File: config.mk
export PLATFORM = sky130hd
export DESIGN_NAME = count_pwm_gen_flat
export DESIGN_NICKNAME = d
export VERILOG_FILES = /design/src/rtl/count_pwm_gen_if.sv /design/src/rtl/count_pwm_gen.sv /design/src/flat_wrapper.sv
export SDC_FILE = /design/constraint.sdc
export NUM_CORES = 1
export LEC_CHECK = 0
export ABC_CLOCK_PERIOD_IN_PS = 2950
export CAP_MARGIN = 0
export CORE_UTILIZATION = 50
export DETAILED_ROUTE_END_ITERATION = 8
export PLACE_DENSITY_LB_ADDON = 0.25
export SYNTH_ARGS = -nofsm -noshare
export SYNTH_HDL_FRONTEND = slang
export SYNTH_SLANG_ARGS = --single-unit
File: constraint.sdc
create_clock -name clk -period 2.95 [get_ports clk]
set_clock_uncertainty 0.05 [all_clocks]
set_input_delay 0.59 -clock clk [delete_from_list [all_inputs] [get_ports clk]]
set_output_delay 0.59 -clock clk [all_outputs]
set_load 0.02 [all_outputs]
File: src/rtl/count_pwm_gen_if.sv
// Duty-cycle request channel: a requested high-time offered with valid/ready.
// Transfer happens on the rising edge where duty_valid && duty_ready.
interface count_pwm_gen_if #(
    parameter int WIDTH = 4
);
    logic [WIDTH-1:0] duty_in;
    logic             duty_valid;
    logic             duty_ready;

    modport master (
        output duty_in,
        output duty_valid,
        input  duty_ready
    );

    modport slave (
        input  duty_in,
        input  duty_valid,
        output duty_ready
    );
endinterface

File: src/rtl/count_pwm_gen.sv
// Purpose: period-aligned PWM from a free-running counter, with wrap/period/sequence monitors.
// Latency: pwm_out and wrap_pulse lag cnt_in by one clock.
// Backpressure: one pending duty slot; duty_ready low while it is full, until the next load point.
module count_pwm_gen #(
    parameter int WIDTH  = 4,
    parameter int PCNT_W = 8
) (
    input  logic              clk,
    input  logic              rst,
    input  logic [WIDTH-1:0]  cnt_in,
    count_pwm_gen_if.slave    duty_if,
    input  logic              pwm_en,
    input  logic              err_clr,
    output logic              pwm_out,
    output logic              wrap_pulse,
    output logic [PCNT_W-1:0] period_cnt,
    output logic              seq_err
);
    localparam logic [WIDTH-1:0] CNT_MAX = '1;
    localparam logic [WIDTH-1:0] CNT_ONE = WIDTH'(1);

    typedef enum logic [1:0] {
        IDLE  = 2'd0,
        ARMED = 2'd1,
        RUN   = 2'd2
    } state_t;

    state_t             state_q, state_d;
    logic [WIDTH-1:0]   cnt_prev_q, cnt_prev_d;
    logic               prev_vld_q, prev_vld_d;
    logic               wrap_q, wrap_d;
    logic               seq_err_q, seq_err_d;
    logic [PCNT_W-1:0]  period_cnt_q, period_cnt_d;
    logic               pwm_q, pwm_d;
    logic [WIDTH-1:0]   active_q, active_d;
    logic [WIDTH-1:0]   pend_q, pend_d;
    logic               pend_full_q, pend_full_d;

    logic               wrap_now;
    logic               step_ok;
    logic               load_pt;
    logic               xfer;
    logic [WIDTH-1:0]   duty_next;

    always_comb begin
        state_d      = state_q;
        cnt_prev_d   = cnt_in;
        prev_vld_d   = 1'b1;
        period_cnt_d = period_cnt_q;
        pwm_d        = 1'b0;
        pend_d       = pend_q;
        pend_full_d  = pend_full_q;

        wrap_now = prev_vld_q && (cnt_prev_q == CNT_MAX) && (cnt_in == '0);
        wrap_d   = wrap_now;

        // A jump to zero is the counter's own reset, so it is a legal step.
        step_ok = (cnt_in == cnt_prev_q) || (cnt_in == cnt_prev_q + CNT_ONE) || (cnt_in == '0);
        if (prev_vld_q && !step_ok) begin
            seq_err_d = 1'b1;
        end else if (err_clr) begin
            seq_err_d = 1'b0;
        end else begin
            seq_err_d = seq_err_q;
        end

        load_pt = ((state_q == RUN) && wrap_now)
               || ((state_q == ARMED) && pwm_en && (cnt_in == '0));
        duty_next = (load_pt && pend_full_q) ? pend_q : active_q;
        active_d  = duty_next;

        // The slot is never filled and drained on the same edge: ready is low while full.
        xfer = duty_if.duty_valid && !pend_full_q;
        if (load_pt && pend_full_q) begin
            pend_full_d = 1'b0;
        end else if (xfer) begin
            pend_d      = duty_if.duty_in;
            pend_full_d = 1'b1;
        end

        case (state_q)
            IDLE: begin
                if (pwm_en) begin
                    state_d = ARMED;
                end
            end
            ARMED: begin
                if (!pwm_en) begin
                    state_d = IDLE;
                end else if (cnt_in == '0) begin
                    // Start comparing on the aligning edge so the first period is whole.
                    state_d = RUN;
                    pwm_d   = (cnt_in < duty_next);
                end
            end
            RUN: begin
                if (wrap_now) begin
                    period_cnt_d = period_cnt_q + PCNT_W'(1);
                end
                if (!pwm_en) begin
                    state_d = IDLE;
                end else begin
                    pwm_d = (cnt_in < duty_next);
                end
            end
            default: begin
                state_d = IDLE;
            end
        endcase
    end

    always_ff @(posedge clk or negedge rst) begin
        if (!rst) begin
            state_q      <= IDLE;
            cnt_prev_q   <= '0;
            prev_vld_q   <= 1'b0;
            wrap_q       <= 1'b0;
            seq_err_q    <= 1'b0;
            period_cnt_q <= '0;
            pwm_q        <= 1'b0;
            active_q     <= '0;
            pend_q       <= '0;
            pend_full_q  <= 1'b0;
        end else begin
            state_q      <= state_d;
            cnt_prev_q   <= cnt_prev_d;
            prev_vld_q   <= prev_vld_d;
            wrap_q       <= wrap_d;
            seq_err_q    <= seq_err_d;
            period_cnt_q <= period_cnt_d;
            pwm_q        <= pwm_d;
            active_q     <= active_d;
            pend_q       <= pend_d;
            pend_full_q  <= pend_full_d;
        end
    end

    assign pwm_out            = pwm_q;
    assign wrap_pulse         = wrap_q;
    assign period_cnt         = period_cnt_q;
    assign seq_err            = seq_err_q;
    assign duty_if.duty_ready = !pend_full_q;
endmodule

File: src/flat_wrapper.sv
// flat-port wrapper written by rule: the top's interface ports become plain ports
module count_pwm_gen_flat 
#(
    parameter int WIDTH  = 4,
    parameter int PCNT_W = 8
)
  (clk, rst, cnt_in, pwm_en, err_clr, pwm_out, wrap_pulse, period_cnt, seq_err, duty_if_duty_in, duty_if_duty_valid, duty_if_duty_ready);
  count_pwm_gen_if #(.WIDTH(WIDTH)) duty_if_i ();
  input  logic clk;
  input  logic rst;
  input  logic [WIDTH-1:0] cnt_in;
  input  logic pwm_en;
  input  logic err_clr;
  output logic pwm_out;
  output logic wrap_pulse;
  output logic [PCNT_W-1:0] period_cnt;
  output logic seq_err;
  input wire logic [$bits(duty_if_i.duty_in)-1:0] duty_if_duty_in;
  input wire logic [$bits(duty_if_i.duty_valid)-1:0] duty_if_duty_valid;
  output wire logic [$bits(duty_if_i.duty_ready)-1:0] duty_if_duty_ready;
  assign duty_if_i.duty_in = duty_if_duty_in;
  assign duty_if_i.duty_valid = duty_if_duty_valid;
  assign duty_if_duty_ready = duty_if_i.duty_ready;
  count_pwm_gen #(.WIDTH(WIDTH), .PCNT_W(PCNT_W)) u_core (.clk(clk), .rst(rst), .cnt_in(cnt_in), .duty_if(duty_if_i), .pwm_en(pwm_en), .err_clr(err_clr), .pwm_out(pwm_out), .wrap_pulse(wrap_pulse), .period_cnt(period_cnt), .seq_err(seq_err));
endmodule
Word level (Yosys, flattened, before mapping)
Index checks and enable logic that the tools add are counted.
{ "totals": {"reg_bits": 27, "latch_bits": 0, "ram_bits": 0, "rom_bits": 0, "inputBits": 13, "out_inout_bits": 12, "word_cells": 56, "mem_count": 0} }
{ "op_classes": {"add_sub_neg": 2, "multipliers": 0, "n_div": 0, "order_cmp": 1, "eq_ne": 8, "shift": 0, "n_mux": 14, "n_bitwise": 1, "reduce_logical": 20} }
{ "op_table": {"columns": ["cell", "count"], "rows": [
  ["$add 8x1->8 const B", 1],
  ["$eq 4x4->1", 2],
  ["$logic_and 1x1->1", 8],
  ["$mux 2", 4],
  ["$mux 1", 7],
  ["$pmux 2 s3", 1],
  ["$add 4x1->4 const B", 1],
  ["$eq 4x4->1 const B", 1],
  ["$logic_not 4->1", 1],
  ["$lt 4x4->1", 1],
  ["$mux 4", 1],
  ["$ne 2x2->1 const B", 2],
  ["$reduce_and 2->1", 2],
  ["$reduce_bool 2->1", 2],
  ["$logic_or 1x1->1", 3],
  ["$ne 3x3->1 const B", 1],
  ["$reduce_and 3->1", 1],
  ["$eq 2x1->1 const B", 1],
  ["$eq 2x2->1 const B", 1],
  ["$logic_not 1->1", 2],
  ["$logic_not 2->1", 1],
  ["$pmux 1 s2", 1],
  ["$not 1->1", 1]
]} }

Logic depth before layout (Yosys ltp)
Gate-level depths: netlist of the first run.
{ "logic_depth": {"ltp_word": 11, "mapped_depth": 11, "mapped_depth_nobuf": 11} }

Worst setup path before layout of the first run
No wires, ideal clock.
{ "synth_path": {"path_type": "input to register", "from": "input port cnt_in[1]", "to": "register u_core.pwm_q, in the netlist u_core.pwm_out", "setup_time_ns": 0.064, "t_arrival_ns": 2.493, "t_required_ns": 2.836, "slack_ns": 0.343, "path_stages": 7, "n_path_buf": 0, "cell_sequence": "or4_4 -> a211oi_4 -> mux2i_1 -> ha_1 -> or2_2 -> a31oi_1 -> a21o_1"} }
{ "synth_via": {"elab_chain_len": 10, "elab_cells_between_ends": 12} }
{ "synth_rtl": {"columns": ["item", "line", "source"], "rows": [
  ["start: declaration", "flat_wrapper.sv:11", "input logic [WIDTH-1:0] cnt_in;"],
  ["$logic_not 4->1", "count_pwm_gen.sv:54, count_pwm_gen.sv:68, count_pwm_gen.sv:90", null],
  ["$logic_and 1x1->1", "count_pwm_gen.sv:54", "wrap_now = prev_vld_q && (cnt_prev_q == CNT_MAX) && (cnt_in == '0);"],
  ["$logic_and 1x1->1", "count_pwm_gen.sv:67", "load_pt = ((state_q == RUN) && wrap_now)"],
  ["$logic_or 1x1->1", "count_pwm_gen.sv:68", "|| ((state_q == ARMED) && pwm_en && (cnt_in == '0));"],
  ["$logic_and 1x1->1", "count_pwm_gen.sv:69", "duty_next = (load_pt && pend_full_q) ? pend_q : active_q;"],
  ["$mux 4", "count_pwm_gen.sv:69", null],
  ["$lt 4x4->1", "count_pwm_gen.sv:93, count_pwm_gen.sv:103", null],
  ["$mux 1", "count_pwm_gen.sv:90", "end else if (cnt_in == '0) begin"],
  ["$mux 1", "count_pwm_gen.sv:88", "if (!pwm_en) begin"],
  ["$pmux 1 s2 *", "count_pwm_gen.sv:81", "case (state_q)"],
  ["named net u_core.pwm_d", "count_pwm_gen.sv:34", "logic pwm_q, pwm_d;"],
  ["end signal: assignment", "count_pwm_gen.sv:131", "pwm_q <= pwm_d;"],
  ["end: declaration", "count_pwm_gen.sv:34", null]
]} }
Mark *: on every way through the listed nets, which the timed path passes. The rest lies on a longest branch.
A chain may end at the register's enable or synchronous reset.

Worst setup path in the final report of the first run
Same ends and word-level chain as after synthesis.

==> summary.md, run 1 <==
| Metric | Value |
|---|---|
| Clock-pin slew on the worst setup and hold paths | `0.14 ns` |
| Largest net degree at the start of global routing | `28` |
| Root Buffer | `clkbuf_4` |
| Post-Layout Cell Count | `174` |
| Top-count cell post-synth | `dfrtp_1` |
| Most used DFF post-synth | `dfrtp_1` |
| RSZ-0062 raised after global routing | `false` |
| H-Tree Depth | `1` |
| Critical path's slowest cell | `or4_4` |
| DP Cell Count | `170` |
| Gr usage total | `22.3%` |
| Synthesized area | `0.00128 mm2` |
| I/O Buffers | `24` |
| Total of max-cap violations | `0` |
| Post-placement cell area | `around 0.0016 mm2` |
| Inserted Diodes | `0` |
| Die ar. | `0.00277 mm2` |
| Slew Limit Fails | `0` |
| Clock Tree Buf Depth | `2` |
| Routed WL per cell | `roughly 14 um` |
| Power Density | `531 mW/mm2` |
| Core Region | `0.00232 mm2` |
| Hold Vio Cnt, Final | `0` |
| Post-synth top area share | `52.7%` |
| Critical path class | `input pin to flop` |
| Worst Setup End Kind | `flop` |
| Clock Latency Late Sink | `0.33 ns` |
| HPWL Detailed | `1980 um` |
| Initial antenna violation count | `0` |
| GPL Wtd Cong | `roughly 0.81` |
| Crit-path max cell delay | `0.57 ns` |
| Post-DRT Antenna Nets | `0` |
| Post-synthesis cell count | `roughly 110` |
| First-pass GRT wire length | `4330 um` |
| Outcome | `finished clean` |
| Synth Warn # | `0` |
| Post-layout min period | `2.73 ns` |
| Effective utilization at floorplan | `a little under three fifths` |
| F_max | `366 MHz` |
| Drt total wl | `2490 um` |
| Area contributors post-synth | `dfrtp_1, ha_1, xnor2_1` |
| Reg-to-reg startpoint | `u_core.cnt_prev_q[0]$_DFF_PN0_` |
| Die H | `between 50 and 60 um` |
| Synth unique cells | `30` |
| Hold WS | `0.429 ns` |
| Pleak | `0.790 nW` |
| Async SR Flop Fraction | `100%` |
| Final period util | `just over 90%` |
| CP startpoint kind | `input pin` |
| I/O pin count | `25` |
| Crit. Startpoint | `cnt_in[1]` |
| Worst setup margin | `0.219 ns` |
| Synthesized flop and latch total | `27` |
| Worst hold path type | `flop to flop` |
| Synth Net Count | `128` |
| Final setup fails | `0` |
| Total gr overflow | `0` |
| Post-synthesis sequential area ratio | `between 50% and 60%` |
| Layout net count | `168` |
| Design Area, Final | `around 0.0017 mm2` |
| VDD IR max | `between 400 and 500 uV` |
| Syn Area/Cell | `12.0 um2` |
| TritonCTS buffer count | `3` |
| Dominant cell type by area after synthesis | `dfrtp_1` |
| DRC violations left | `0` |
| Crit-path max FO | `3` |
| Fillers | `185` |
| Die X-Extent | `52.6 um` |
| Drt first-iter violations | `12` |
| WP data required | `3.19 ns` |
| Synth cell count leaders | `dfrtp_1, xnor2_1, ha_1, inv_1, nand2_1` |
| FP Rows | `17` |
| CTS tree | `yes` |
| Place WS | `-0.156 ns` |
| Beginning of the worst hold path | `u_core.period_cnt[7]$_DFFE_PN0P_` |
| Critical Path AT | `2.97 ns` |
| Clock Sinks | `27` |
| Worst-path cell chain | `clkdlybuf4s50_1 > or4_4 > a211oi_4 > mux2i_2 > ha_1 > a21oi_1 > o21ai_0 > nor3_1 > a21o_1` |
| Share of cells above drive strength 1 | `17.1%` |
| Vias per cell | `5.41` |
| TritonRoute pass-1 iters | `4` |
| Vias in the first global route | `988` |
| Setup TNS | `0 ns` |
| Synthesis-to-finish area growth | `30.3%` |
| Post-synth EDFFs | `0` |
| Via count | `942` |
## metal layers
metal	track usage, %	part of all wire (%)	wire length, um
met5	0	0	0
met4	12.3	2.5	63
met3	4.06	2.5	63
met2	37.6	52	1290
met1	26.7	43	1080
## critical path: cells and delay by family
family / cells / cell delay (ns)
compound gates: 4 / 0.66
simple gates: 2 / 0.73
fa+ha+maj: 1 / 0.27
mux: 1 / 0.28
buf+inv: 1 / 0.44
## cell type report
cell class / instances / area, um2 / area share (%)
timing repair buffer: 35 / 323 / 19.3
clock buffer: 3 / 22.5 / 1.35
multi-input combinational: 73 / 584 / 35.0
tap: 28 / 35.0 / 2.10
inverter: 7 / 26.3 / 1.57
sequential: 27 / 676 / 40.4
clock inverter: 1 / 5.00 / 0.299
## worst paths after layout
kind / cells past startpoint / endpoint / slack [ns]
setup / recovery: 9 / u_core.pwm_out$_DFF_PN0_ / 0.22
hold / removal: 1 / u_core.period_cnt[7]$_DFFE_PN0P_ / 0.43
setup reg to reg: 10 / u_core.pwm_out$_DFF_PN0_ / 0.44
hold reg to reg: 1 / u_core.period_cnt[7]$_DFFE_PN0P_ / 0.43
max in group asynchronous: 2 / u_core.period_cnt[3]$_DFFE_PN0P_ / 2.04
min in group asynchronous: 2 / u_core.state_q[0]$_DFFE_PN0P_ / 0.55
## cell families after synthesis
| kind of cell | share of synthesized area, % |
|---|---|
| AOI/OAI and AO/OA | 6.73 |
| and+or+nand+nor | 12.2 |
| adders and majority gates | 7.81 |
| buffers and inverters | 2.05 |
| DFF | 52.7 |
| xor gates and xnor gates | 9.56 |
| other | 0.292 |
| muxes | 8.68 |
## sequential cells by signal (all words and copies together) (netlist names)
register,cells
u_core.cnt_prev_q,4
u_core.prev_vld_q,1
u_core.state_q,2
u_core.pend_q,4
u_core.seq_err,1
u_core.wrap_pulse,1
u_core.period_cnt,8
u_core.active_q,4
u_core.pwm_out,1
u_core.pend_full_q,1
## placed cells by master (no fill, tap or decap)
cell type        count
conb_1               1
mux2_2               5
clkinv_2             1
clkdlybuf4s50_1     24
a211oi_1             1
o21ai_0              2
nor3_1               1
inv_1                7
nand3_1              3
mux2i_1              3
mux2_4               1
dfrtp_1             27
xor2_1               5
or4_4                1
a21o_1               1
o22ai_1              1
nand4_1              2
nor2_1               4
and3_1               2
nand2_1              6
ha_1                 8
a21oi_1              4
nor2b_1              1
buf_4               11
and2_1               2
nor4_1               1
a22o_1               1
nand3b_1             3
clkbuf_4             3
a31oi_1              1
mux2i_2              1
and4_1               1
xnor2_1              9
or2_2                1
a211oi_4             1
## where the power goes
part,total [mW],switching (mW),internal (mW)
logic,0.254,0.111,0.144
clock network,0.161,0.110,0.0510
registers,0.472,0.0361,0.436
## repair_timing
action                     in CTS  in global routing
buffers inserted                0                  0
hold buffers                    0                  0
setup endpoints to repair       0                  1
resized for setup               0                  1
## per-stage QoR
stage,total power [mW],util [%]
2_1_floorplan,0.623,-
3_3_place_gp,0.717,70.8
3_5_place_dp,0.732,70.8
4_1_cts,0.895,71.9
5_1_grt,0.946,72.1
6_report,0.887,72.1
(Power assumes the default switching activity.)
==> run 2, diff against run 1 <==
CAP_MARGIN = 20   (was 0)
==> results of run 2 <==
No change in the layout: final DEF, timing and power equal those of run 1.
